[config.mk]
export PLATFORM = sky130hd
export DESIGN_NAME = ctrl_pipe_stage
export DESIGN_NICKNAME = d
export VERILOG_FILES = /design/src/rtl/ctrl_pipe_pkg.sv /design/src/rtl/sat_counter.sv /design/src/rtl/ctrl_pipe_stage.sv
export SDC_FILE = /design/constraint.sdc
export NUM_CORES = 1
export LEC_CHECK = 0
export BUFFER_PORTS_ARGS = -buffer_cell sky130_fd_sc_hd__buf_2
export CELL_PAD_IN_SITES_DETAIL_PLACEMENT = 1
export CELL_PAD_IN_SITES_GLOBAL_PLACEMENT = 2
export CORE_UTILIZATION = 31
export CTS_CLUSTER_DIAMETER = 50
export DETAILED_ROUTE_END_ITERATION = 12
export GPL_TIMING_DRIVEN = 0
export PLACE_DENSITY = 0.81
export SYNTH_ARGS = -nofsm -noshare
export SYNTH_HDL_FRONTEND = slang
export SYNTH_SLANG_ARGS = --single-unit
[constraint.sdc]
create_clock -name clk -period 2.5 [get_ports clk]
set_input_delay 0.125 -clock clk [delete_from_list [all_inputs] [get_ports clk]]
set_output_delay 0.125 -clock clk [all_outputs]
set_load 0.02 [all_outputs]
[src/rtl/ctrl_pipe_pkg.sv]
// rtl/ctrl_pipe_pkg.sv - shared types and constants for elastic control pipeline stages
package ctrl_pipe_pkg;

  typedef enum logic [1:0] {
    EMPTY = 2'd0,
    ONE   = 2'd1,
    FULL  = 2'd2
  } pipe_state_t;

  typedef struct packed {
    logic       reg_wr;
    logic       wr_en;
    logic       rd_en;
    logic [1:0] wb_sel;
    logic       csr_rd;
    logic       csr_wr;
    logic       is_mret;
  } ctrl_fields_t;

  localparam int CTRL_FIELDS_W = $bits(ctrl_fields_t);

  // A bubble must never raise any write or CSR enable downstream.
  localparam ctrl_fields_t CTRL_BUBBLE_DEFAULT = '0;

  function automatic pipe_state_t state_of(input logic main_valid, input logic skid_valid);
    if (skid_valid) return FULL;
    if (main_valid) return ONE;
    return EMPTY;
  endfunction

endpackage

[src/rtl/sat_counter.sv]
// rtl/sat_counter.sv - saturating up-counter with synchronous active-high clear
module sat_counter #(
  parameter int W = 16
) (
  input  logic         clk,
  input  logic         rst,
  input  logic         inc,
  output logic [W-1:0] cnt
);

  always_ff @(posedge clk) begin
    if (rst) begin
      cnt <= '0;
    end else if (inc && (cnt != {W{1'b1}})) begin
      cnt <= cnt + W'(1);
    end
  end

endmodule

[src/rtl/ctrl_pipe_stage.sv]
// rtl/ctrl_pipe_stage.sv - elastic valid/ready pipeline stage with 2-entry skid buffer and flush
module ctrl_pipe_stage
  import ctrl_pipe_pkg::*;
#(
  parameter int                 CTRL_W      = 8,
  parameter int                 DATA_W      = 32,
  parameter logic [CTRL_W-1:0]  CTRL_BUBBLE = CTRL_W'(CTRL_BUBBLE_DEFAULT),
  parameter int                 CNT_W       = 16
) (
  input  logic              clk,
  input  logic              rst,
  input  logic              flush,
  input  logic              in_valid,
  output logic              in_ready,
  input  logic [CTRL_W-1:0] in_ctrl,
  input  logic [DATA_W-1:0] in_data,
  output logic              out_valid,
  input  logic              out_ready,
  output logic [CTRL_W-1:0] out_ctrl,
  output logic [DATA_W-1:0] out_data,
  output logic [1:0]        occupancy,
  output logic [CNT_W-1:0]  stall_cnt
);

  logic              main_valid;
  logic              skid_valid;
  logic [CTRL_W-1:0] main_ctrl;
  logic [CTRL_W-1:0] skid_ctrl;
  logic [DATA_W-1:0] main_data;
  logic [DATA_W-1:0] skid_data;
  pipe_state_t       state;
  logic              accept;
  logic              drain;

  assign state = state_of(main_valid, skid_valid);

  // Registered skid_valid only: out_ready never reaches in_ready combinationally.
  assign in_ready = !rst && !skid_valid && !flush;
  assign accept   = in_valid && in_ready;
  assign drain    = main_valid && out_ready;

  always_ff @(posedge clk) begin
    if (rst) begin
      main_valid <= 1'b0;
      skid_valid <= 1'b0;
      main_ctrl  <= CTRL_BUBBLE;
      skid_ctrl  <= CTRL_BUBBLE;
      main_data  <= '0;
      skid_data  <= '0;
    end else if (flush) begin
      main_valid <= 1'b0;
      skid_valid <= 1'b0;
    end else begin
      case (state)
        EMPTY: begin
          if (accept) begin
            main_valid <= 1'b1;
            main_ctrl  <= in_ctrl;
            main_data  <= in_data;
          end
        end
        ONE: begin
          if (accept && drain) begin
            main_ctrl <= in_ctrl;
            main_data <= in_data;
          end else if (accept) begin
            skid_valid <= 1'b1;
            skid_ctrl  <= in_ctrl;
            skid_data  <= in_data;
          end else if (drain) begin
            main_valid <= 1'b0;
          end
        end
        FULL: begin
          if (drain) begin
            main_ctrl  <= skid_ctrl;
            main_data  <= skid_data;
            skid_valid <= 1'b0;
          end
        end
        default: begin
          main_valid <= 1'b0;
          skid_valid <= 1'b0;
        end
      endcase
    end
  end

  assign out_valid = main_valid;
  assign out_ctrl  = main_valid ? main_ctrl : CTRL_BUBBLE;
  assign out_data  = main_data;
  assign occupancy = {1'b0, main_valid} + {1'b0, skid_valid};

  sat_counter #(
    .W(CNT_W)
  ) u_stall_cnt (
    .clk(clk),
    .rst(rst),
    .inc(main_valid && !out_ready),
    .cnt(stall_cnt)
  );

endmodule

==> flow_metrics.env <==
export IMPL_final_util_pct=40.2
export IMPL_hold_violations=0
export IMPL_initial_core_util_pct=32.2
export IMPL_layout_common_cells="108 x buf_2, 98 x dfxtp_1, 90 x a21oi_1, 83 x nand2_1, 41 x mux2i_1"
export IMPL_hpwl_um=9460
export IMPL_cts_root_buf="clkbuf_16"
export IMPL_grt_antenna_before_repair=0
export IMPL_avgSynthCellArea_um2=8.92
export IMPL_dp_cells=764
export IMPL_yosys_top_cells_area="dfxtp_1 45%, a21oi_1 10%, mux2i_1 9.5%"
export IMPL_cts_max_path_buffers=2
export IMPL_outcome="completed"
export IMPL_synth_top_flop_cell="dfxtp_1"
export IMPL_wl_met2_um=6550
export IMPL_die_w_um=120
export IMPL_p_leak_nw=2.31
export IMPL_synth_simple_gate_area_share_pct=15.1
export IMPL_fmax_ghz=0.435
export IMPL_maxCapViolCount=0
export IMPL_initialDrtViolationCount=162
export IMPL_skew_ns=0.00866
export IMPL_cts_sinks=98
export IMPL_synth_xor_area_share_pct=0.203
export IMPL_dieArea_um2=14400
export IMPL_ios=105
export IMPL_muxShareOfSynthArea_pct=10.0
export IMPL_cts_hold_buf=0
export IMPL_core_area_um2=13400
export IMPL_syn_area_um2=4320
export IMPL_synth_top_area_cell="dfxtp_1"
export IMPL_synth_seq_cells=98
export IMPL_clk_latency_ns=0.34
export IMPL_grt_overflow_total=0
export IMPL_synth_edf_count=0
export IMPL_hold_path_class="input pin to register"
export IMPL_async_flop_share_pct=0
export IMPL_required_ns=2.75
export IMPL_synth_adder_area_share_pct=1.16
export IMPL_row_count=42
export IMPL_worstHoldPathCells=3
export IMPL_cts_max_level=3
export IMPL_highest_signal_layer="met4"
export IMPL_grt_pass1_vias=4083
export IMPL_routed_via_density=5.02
export IMPL_synth_yosys_seq_area_share_pct=45.4
export IMPL_io_buffer_count=104
export IMPL_first_pass_iters=4
export IMPL_critical_path_max_fanout=10
export IMPL_drive_gt1_share_pct=25.9
export IMPL_p_per_area_nw_per_um2=597
export IMPL_grt_max_degree=15
export IMPL_rr_worst_depth=5
export IMPL_place_ws_ns=-0.123
export IMPL_finalWirelength_um=12900
export IMPL_rsz0062_at_grt="no"
export IMPL_gp_congestion=0.775
export IMPL_area_growth_pct=24.8
export IMPL_setup_slack_ns=0.200
export IMPL_synth_top_family_by_area="compound AO/OA/AOI/OAI gates"
export IMPL_cts_tree="done"
export IMPL_wl_per_cell_um=16.5
export IMPL_diodes=0
export IMPL_synth_compound_area_share_pct=22.4
export IMPL_synth_distinct_cells=39
export IMPL_fin_crit_ns=2.30
export IMPL_finalSetupViolCount=0
export IMPL_cts_clk_slew_worst_paths_ns=0.07
export IMPL_syn_inst=484
export IMPL_synth_warnings=0
export IMPL_final_max_slew_viol_count=0
export IMPL_wl_met3_um=455
export IMPL_wl_met1_um=5640
export IMPL_die_h_um=120
export IMPL_finalNonFillerCells=783
export IMPL_ir_drop_mv=0.290
export IMPL_layout_nets=651
export IMPL_syn_nets=533
export IMPL_start_kind="register"
export IMPL_cts_made_buffers=9
export IMPL_grt_usage_pct=18.4
export IMPL_synth_top_area_share_pct=45.4
export IMPL_num_vias=3929
export IMPL_relSlewSlack_pct=56.0
export IMPL_worstMarginPinSlew_ns=0.661
export IMPL_cp_end_kind="register"
export IMPL_drcViolationCount=0
export IMPL_final_common_cell="buf_2"
export IMPL_drt_antenna_violating_nets=0
export IMPL_crit_arrival_ns=2.56
export IMPL_total_power_mw=3.22
export IMPL_crit_type="register to register"
export IMPL_grt_pass1_wl_um=20800
export IMPL_final_period_utilization_pct=92.0
## per-layer routing
metal,track usage (%),vias up
met4,7.19,0
li1,-,1960
met2,32.7,69
met1,21.5,1884
met3,3.80,16
met5,0,-
## flip-flops by register name, summed over array words and instances (netlist names)
register	flops
main_ctrl	8
skid_ctrl	8
skid_data	32
out_valid	1
skid_valid	1
u_stall_cnt.cnt	16
out_data	32
## critical path, stage by stage, from the launching register on
cell,delay (ns)
dfxtp_1,0.40
or4b_4,0.59
o21ai_1,0.44
clkbuf_1,0.43
a21oi_1,0.15
a211oi_2,0.21
## cells by family after synthesis
| group | Yosys count |
|---|---|
| AOI/OAI and AO/OA | 151 |
| muxes | 43 |
| and+or+nand+nor | 140 |
| adders and majority gates | 4 |
| DFF | 98 |
| buffers and inverters | 47 |
| xor gates and xnor gates | 1 |
## worst paths after layout
kind	slack [ns]	from	end
max	0.20	skid_valid	out_data[5]
min	0.03	in_data[15]	skid_data[15]
max reg2reg	0.20	skid_valid	out_data[5]
min reg2reg	0.45	skid_data[0]	skid_data[0]
## per-stage QoR
stage | instance area, µm² | TNS (ns) | hold slack, ns
after floorplan | 4320 | 0 | 0.198
after global placement | 5060 | -0.0155 | 0.380
after detailed placement | 5060 | -0.866 | 0.386
after CTS | 5360 | 0 | 0.0291
after global routing | 5390 | 0 | 0.0405
final | 5390 | 0 | 0.0333
## cells in the mapped netlist, types with 2 or more instances
cell	count
a211oi_2	10
nand4_1	5
mux2_2	2
or3_1	5
nand2_1	83
buf_6	6
and3_1	3
or2_2	2
nand3_1	6
mux2i_1	41
buf_2	4
nor3_1	4
ha_1	4
o21ai_0	8
a211oi_1	32
and2_1	9
nor2_1	8
dfxtp_1	98
buf_4	2
a21oi_1	90
clkbuf_1	25
nor2b_1	4
inv_1	6
buf_1	3
nand2b_1	3
or4_1	4
nor4_1	2
o31ai_1	4
## area by class of cell
class / instances / area (µm²)
Buffer: 41 / 229
Clock buffer: 14 / 274
Clock inverter: 2 / 10.0
Fill cell: 1624 / 8010
Inverter: 6 / 22.5
Multi-Input combinational cell: 339 / 2130
Sequential cell: 98 / 1960
Tap cell: 176 / 220
Timing Repair Buffer: 107 / 543
## timing repair
action | in CTS | in global routing
setup endpoints to repair | 50 | 52
buffers inserted | 0 | 3
gates resized for setup | 4 | 5
pin swaps | 0 | 2
hold endpoints to repair | 0 | 0
## power breakdown
part,total [mW],internal [mW],switching [mW]
logic,0.278,0.106,0.172
clock network,1.33,0.755,0.572
registers,1.61,1.59,0.0182
Note: power is estimated with default switching activity, not from simulation.
